[src/rtl/pcie_wrap0_st_pkg.sv]
// Shared definitions for the PCIe wrapper Avalon-ST adapters.
// Payload layout (LSB first): data, channel, eop, sop.
package pcie_wrap0_st_pkg;

    localparam int IN_RL_MAX = 4;
    localparam int DATA_OFS  = 0;

    function automatic int chan_ofs(input int data_w);
        return data_w;
    endfunction

    function automatic int eop_ofs(input int data_w, input int chan_w);
        return data_w + chan_w;
    endfunction

    function automatic int sop_ofs(input int data_w, input int chan_w);
        return data_w + chan_w + 1;
    endfunction

    function automatic int payload_w(input int data_w, input int chan_w);
        return data_w + chan_w + 2;
    endfunction

endpackage

[src/rtl/pcie_wrap0_st_sc_fifo.sv]
// Single-clock show-ahead FIFO.
// Ports: push/push_data write a word when there is room or a pop happens in
// the same cycle; pop retires the head; head_data is the current head (0 when
// empty); fill_level is the occupancy 0..2**ADDR_W.
module pcie_wrap0_st_sc_fifo #(
    parameter int WIDTH  = 8,
    parameter int ADDR_W = 3
) (
    input  logic              clk,
    input  logic              rst,
    input  logic              push,
    input  logic [WIDTH-1:0]  push_data,
    input  logic              pop,
    output logic [WIDTH-1:0]  head_data,
    output logic [ADDR_W:0]   fill_level
);
    localparam int DEPTH = 2**ADDR_W;
    localparam logic [ADDR_W:0] FULL = (ADDR_W+1)'(DEPTH);

    logic [WIDTH-1:0]  mem [DEPTH];
    logic [ADDR_W-1:0] wr_ptr;
    logic [ADDR_W-1:0] rd_ptr;
    logic              pop_ok;
    logic              push_ok;

    assign pop_ok  = pop && (fill_level != '0);
    // When full, a write is still allowed if the head leaves in the same
    // cycle: the slot being written is the one being vacated.
    assign push_ok = push && ((fill_level != FULL) || pop_ok);

    always_ff @(posedge clk) begin
        if (push_ok) begin
            mem[wr_ptr] <= push_data;
        end
    end

    always_ff @(posedge clk or posedge rst) begin
        if (rst) begin
            wr_ptr     <= '0;
            rd_ptr     <= '0;
            fill_level <= '0;
        end else begin
            if (push_ok) wr_ptr <= wr_ptr + 1'b1;
            if (pop_ok)  rd_ptr <= rd_ptr + 1'b1;
            case ({push_ok, pop_ok})
                2'b10:   fill_level <= fill_level + 1'b1;
                2'b01:   fill_level <= fill_level - 1'b1;
                default: fill_level <= fill_level;
            endcase
        end
    end

    // Storage is not reset; gating on occupancy keeps the head at 0 when empty.
    assign head_data = (fill_level != '0) ? mem[rd_ptr] : '0;

endmodule

[src/rtl/pcie_wrap0_st_rl_adapter.sv]
// Avalon-ST ready-latency adapter: upstream ready latency IN_RL, downstream 0.
// Ports: in_* upstream beat (pushed whenever in_valid), in_ready advertises
// room for IN_RL more beats; out_* FIFO head with out_ready accept;
// fill_level occupancy; overflow sticky drop flag, cleared by clear_overflow.
module pcie_wrap0_st_rl_adapter
    import pcie_wrap0_st_pkg::*;
#(
    parameter int DATA_W = 8,
    parameter int CHAN_W = 1,
    parameter int IN_RL  = 1,
    parameter int ADDR_W = 3
) (
    input  logic              clk,
    input  logic              reset,
    input  logic              in_valid,
    input  logic [DATA_W-1:0] in_data,
    input  logic [CHAN_W-1:0] in_channel,
    input  logic              in_startofpacket,
    input  logic              in_endofpacket,
    output logic              in_ready,
    output logic              out_valid,
    output logic [DATA_W-1:0] out_data,
    output logic [CHAN_W-1:0] out_channel,
    output logic              out_startofpacket,
    output logic              out_endofpacket,
    input  logic              out_ready,
    output logic [ADDR_W:0]   fill_level,
    output logic              overflow,
    input  logic              clear_overflow
);
    localparam int DEPTH  = 2**ADDR_W;
    localparam int PW     = payload_w(DATA_W, CHAN_W);
    localparam int CH_OFS = chan_ofs(DATA_W);
    localparam int EO_OFS = eop_ofs(DATA_W, CHAN_W);
    localparam int SO_OFS = sop_ofs(DATA_W, CHAN_W);
    localparam logic [ADDR_W:0] FULL   = (ADDR_W+1)'(DEPTH);
    localparam logic [ADDR_W:0] THRESH = (ADDR_W+1)'(DEPTH - IN_RL);

    if (DEPTH < 2*IN_RL + 2 || IN_RL > IN_RL_MAX || IN_RL < 0 || CHAN_W < 1) begin : g_bad_cfg
        $error("pcie_wrap0_st_rl_adapter: illegal IN_RL/ADDR_W/CHAN_W combination");
    end

    logic [PW-1:0] in_payload;
    logic [PW-1:0] head;
    logic          pop;
    logic          drop;
    logic          ready_en;

    assign in_payload = {in_startofpacket, in_endofpacket, in_channel, in_data};
    assign pop        = out_valid && out_ready;
    assign drop       = in_valid && (fill_level == FULL) && !pop;

    pcie_wrap0_st_sc_fifo #(
        .WIDTH  (PW),
        .ADDR_W (ADDR_W)
    ) u_fifo (
        .clk        (clk),
        .rst        (reset),
        .push       (in_valid),
        .push_data  (in_payload),
        .pop        (pop),
        .head_data  (head),
        .fill_level (fill_level)
    );

    // Holds in_ready low while in reset and for the first cycle after release.
    always_ff @(posedge clk or posedge reset) begin
        if (reset) begin
            ready_en <= 1'b0;
            overflow <= 1'b0;
        end else begin
            ready_en <= 1'b1;
            if (drop)                overflow <= 1'b1;
            else if (clear_overflow) overflow <= 1'b0;
        end
    end

    assign in_ready          = ready_en && (fill_level < THRESH);
    assign out_valid         = (fill_level != '0);
    assign out_data          = head[DATA_OFS +: DATA_W];
    assign out_channel       = head[CH_OFS +: CHAN_W];
    assign out_endofpacket   = head[EO_OFS];
    assign out_startofpacket = head[SO_OFS];

endmodule

[config.mk]
export PLATFORM = sky130hd
export DESIGN_NAME = pcie_wrap0_st_rl_adapter
export DESIGN_NICKNAME = d
export VERILOG_FILES = /design/src/rtl/pcie_wrap0_st_pkg.sv /design/src/rtl/pcie_wrap0_st_sc_fifo.sv /design/src/rtl/pcie_wrap0_st_rl_adapter.sv
export SDC_FILE = /design/constraint.sdc
export NUM_CORES = 1
export LEC_CHECK = 0
export ABC_AREA = 1
export BUFFER_PORTS_ARGS = -buffer_cell sky130_fd_sc_hd__buf_2
export CAP_MARGIN = 20
export CELL_PAD_IN_SITES_DETAIL_PLACEMENT = 0
export CELL_PAD_IN_SITES_GLOBAL_PLACEMENT = 1
export CORE_MARGIN = 1
export CORE_UTILIZATION = 52
export DETAILED_ROUTE_END_ITERATION = 6
export GPL_TIMING_DRIVEN = 1
export PLACE_DENSITY = 0.84
export SKIP_CTS_REPAIR_TIMING = 1
export SLEW_MARGIN = 10
export SYNTH_ARGS = -nofsm -noshare
export SYNTH_HDL_FRONTEND = slang
export SYNTH_SLANG_ARGS = --single-unit
[constraint.sdc]
create_clock -name clk -period 5.9 [get_ports clk]
set_clock_uncertainty 0.05 [all_clocks]
set_input_delay 1.18 -clock clk [delete_from_list [all_inputs] [get_ports clk]]
set_output_delay 1.18 -clock clk [all_outputs]
set_load 0.02 [all_outputs]
==> metrics.txt <==
initial core utilization=~54%; critical path startpoint category=register; GPL Wtd Cong=0.740; Synth Register Bits=100; crit end category=output pin; register area share after synthesis=70.4%; Max clock buf depth=2; min-delay worst type=reg2reg; CTS root buf=clkbuf_8; Die Wd=91.6 µm; Final Cycle Share=63.8%; crit-path max cell delay=0.85 ns; Final setup viols=0; setup slack, reg-to-reg=3.49 ns; core area=0.00777 mm²; Pwr Total=0.00230 W; max_slew headroom=31.2%; vias in the first global route=2594; area delta synth->final=11.1%; Slew Limit Fails=0; r2r startpoint=u_fifo.fill_level[0]; Die H=a little over 90 µm; Max-cap violations=0; PwrDens=about 500 mW/mm²; Vias/cell=between 5 and 6; Overflow after GRT=0; drt pass-1 iters=4; TritonCTS clock tree=built; Ant. Diodes=0; Crit-path slowest cell=dfrtp_1; final hold violations=0; DRC Markers=0; post-route ant nets=0; maximum VDD drop=~0.18 mV; fill count=638; largest net degree at the start of global routing=46; Setup TNS Final=0 ns; asr flop ratio synth=approximately an eighth; Clk Latency, worst-skew pair=0.37 ns; measured slew at the worst slew-check pin=1.03 ns; Post-Place Setup Slack=2.52 ns; number of buffers created by CTS=9; Leakage=1.74 nW; Critical Path Start=u_fifo.rd_ptr[0]; Initial DRC Count=210; Yosys warning count=0; WHS Endpoint=u_fifo.wr_ptr[0]; Syn Inst Count=349; nets=406; WHS Path Cells=2; DIE AREA=between 0.008 and 0.009 mm²; initial antenna violation count=0; layout cells sized above 1=between 10% and 20%; first-pass GRT wire length=roughly 13 mm; Arr. time, crit path=2.53 ns; Clk pin slew, worst setup/hold paths=0.10 ns; r2r worst-path depth=12; wirelength, routed=8.16 mm; dpl hpwl=about 5.0 mm; syn nets=370; critical path class=reg2out; total I/O pin count=34; wire per inst=16.6 µm; cell area after synthesis=0.00418 mm²; cell count after placement=470; RSZ-0062 raised after global routing=no; status=completed; Most used DFF post-synth=edfxtp_1; Overall Global Routing Usage=21.8%; Req. time, crit path=4.67 ns; clk sink count=100; Max Fclk=0.266 GHz; Max FO, Critical Path=45; worst reg2reg endpoint=u_fifo.fill_level[2]; Synth cell types=28; Hold Crit Start=u_fifo.wr_ptr[0]; row count=32; commonest non-fill, non-tap cell in the layout=nor2_1; H-tree Lvls=3; PnR worst setup slack=between 2 and 2.5 ns; post-layout minimum cycle time=approximately 3.8 ns; via count=2627; most frequent cells in the layout=89 x nor2_1, 88 x edfxtp_1, 33 x o21ai_0, 33 x buf_2, 32 x nand2_1; worst-path cell chain=buf_4, inv_6, o21ai_0, o211ai_1, nand2_1, nor2_1, buf_2; EDFF count, synth=88; buffers added on ports=33; Post-Syn Area per Cell=12.0 µm²; fin cells=492
final cells by class:
type | count | area [µm²] | share of cell area, %
Clock buffer | 9 | 124 | 2.67
Clock inverter | 7 | 68.8 | 1.48
Inverter | 15 | 61.3 | 1.32
Multi-Input combinational cell | 218 | 1060 | 22.9
Sequential cell | 100 | 2940 | 63.4
Tap cell | 102 | 128 | 2.75
Timing Repair Buffer | 41 | 255 | 5.50
synthesized netlist by cell type, types with 2 or more instances:
cell type	number	area share [%]
nor2_1	90	8.1
o22ai_1	12	1.8
o21ai_0	33	4.0
edfxtp_1	88	63
buf_6	2	0.54
o211ai_1	11	2.0
xor2_1	2	0.42
nand3_2	2	0.48
nand3_1	7	0.84
o21ai_1	13	1.6
ha_1	5	1.5
xnor2_1	3	0.63
a21oi_1	2	0.24
buf_4	9	1.6
dfrtp_1	12	7.2
nand2_1	32	2.9
buf_2	3	0.36
inv_1	13	1.2
worst max-delay path by stage:
stage | endpoint | slack, ns | cells after the start
6_report | out_data[1] | 2.14 | 7
5_1_grt | out_data[1] | 1.94 | 7
4_1_cts | out_data[6] | 2.10 | 6
3_5_place_dp | out_data[6] | 2.52 | 6
3_3_place_gp | out_data[3] | 2.59 | 6
2_1_floorplan | u_fifo.mem[4][0] | 3.32 | 5
critical path, delay by kind of cell, from the launching register on:
family	cells	cell delay, ns
AOI/OAI and AO/OA	2	0.33
DFF	1	0.85
and+or+nand+nor	2	0.23
buffers and inverters	3	0.74
report_power, final:
group	switching, W	total, W	leakage [nW]	internal [W]
Combinational	0.000580	0.000879	0.699	0.000299
Clock	0.000255	0.000420	0.0968	0.000165
Sequential	0.000121	0.00100	0.942	0.000884
Total	0.000956	0.00230	1.74	0.00135
stage by stage:
| stage | cell area, µm² | hold slack [ns] | util (%) |
|---|---|---|---|
| 3_3_place_gp | 4360 | 0.462 | 56.2 |
| 4_1_cts | 4570 | 0.494 | 58.8 |
| 3_5_place_dp | 4380 | 0.479 | 56.3 |
| 6_report | 4640 | 0.498 | 59.8 |
| 2_1_floorplan | 4180 | 0.449 | - |
| 5_1_grt | 4640 | 0.538 | 59.8 |
routing by layer:
layer	track usage (%)	wire length, µm
met2	34.0	3900
met5	0	0
met4	9.52	118
met1	30.7	3700
met3	3.23	438
sequential cells by signal, summed over array words and instances (netlist names):
signal,flops
u_fifo.wr_ptr,3
overflow,1
u_fifo.rd_ptr,3
u_fifo.mem,88
ready_en,1
u_fifo.fill_level,4
cells by family after synthesis:
logic type,Yosys count,share of synthesized area [%]
xor gates and xnor gates,5,1.05
other,1,0.0898
AOI/OAI and AO/OA,72,9.67
DFF,100,70.4
adders and majority gates,5,1.50
buffers and inverters,31,4.19
and+or+nand+nor,135,13.1
(Power assumes the default switching activity.)
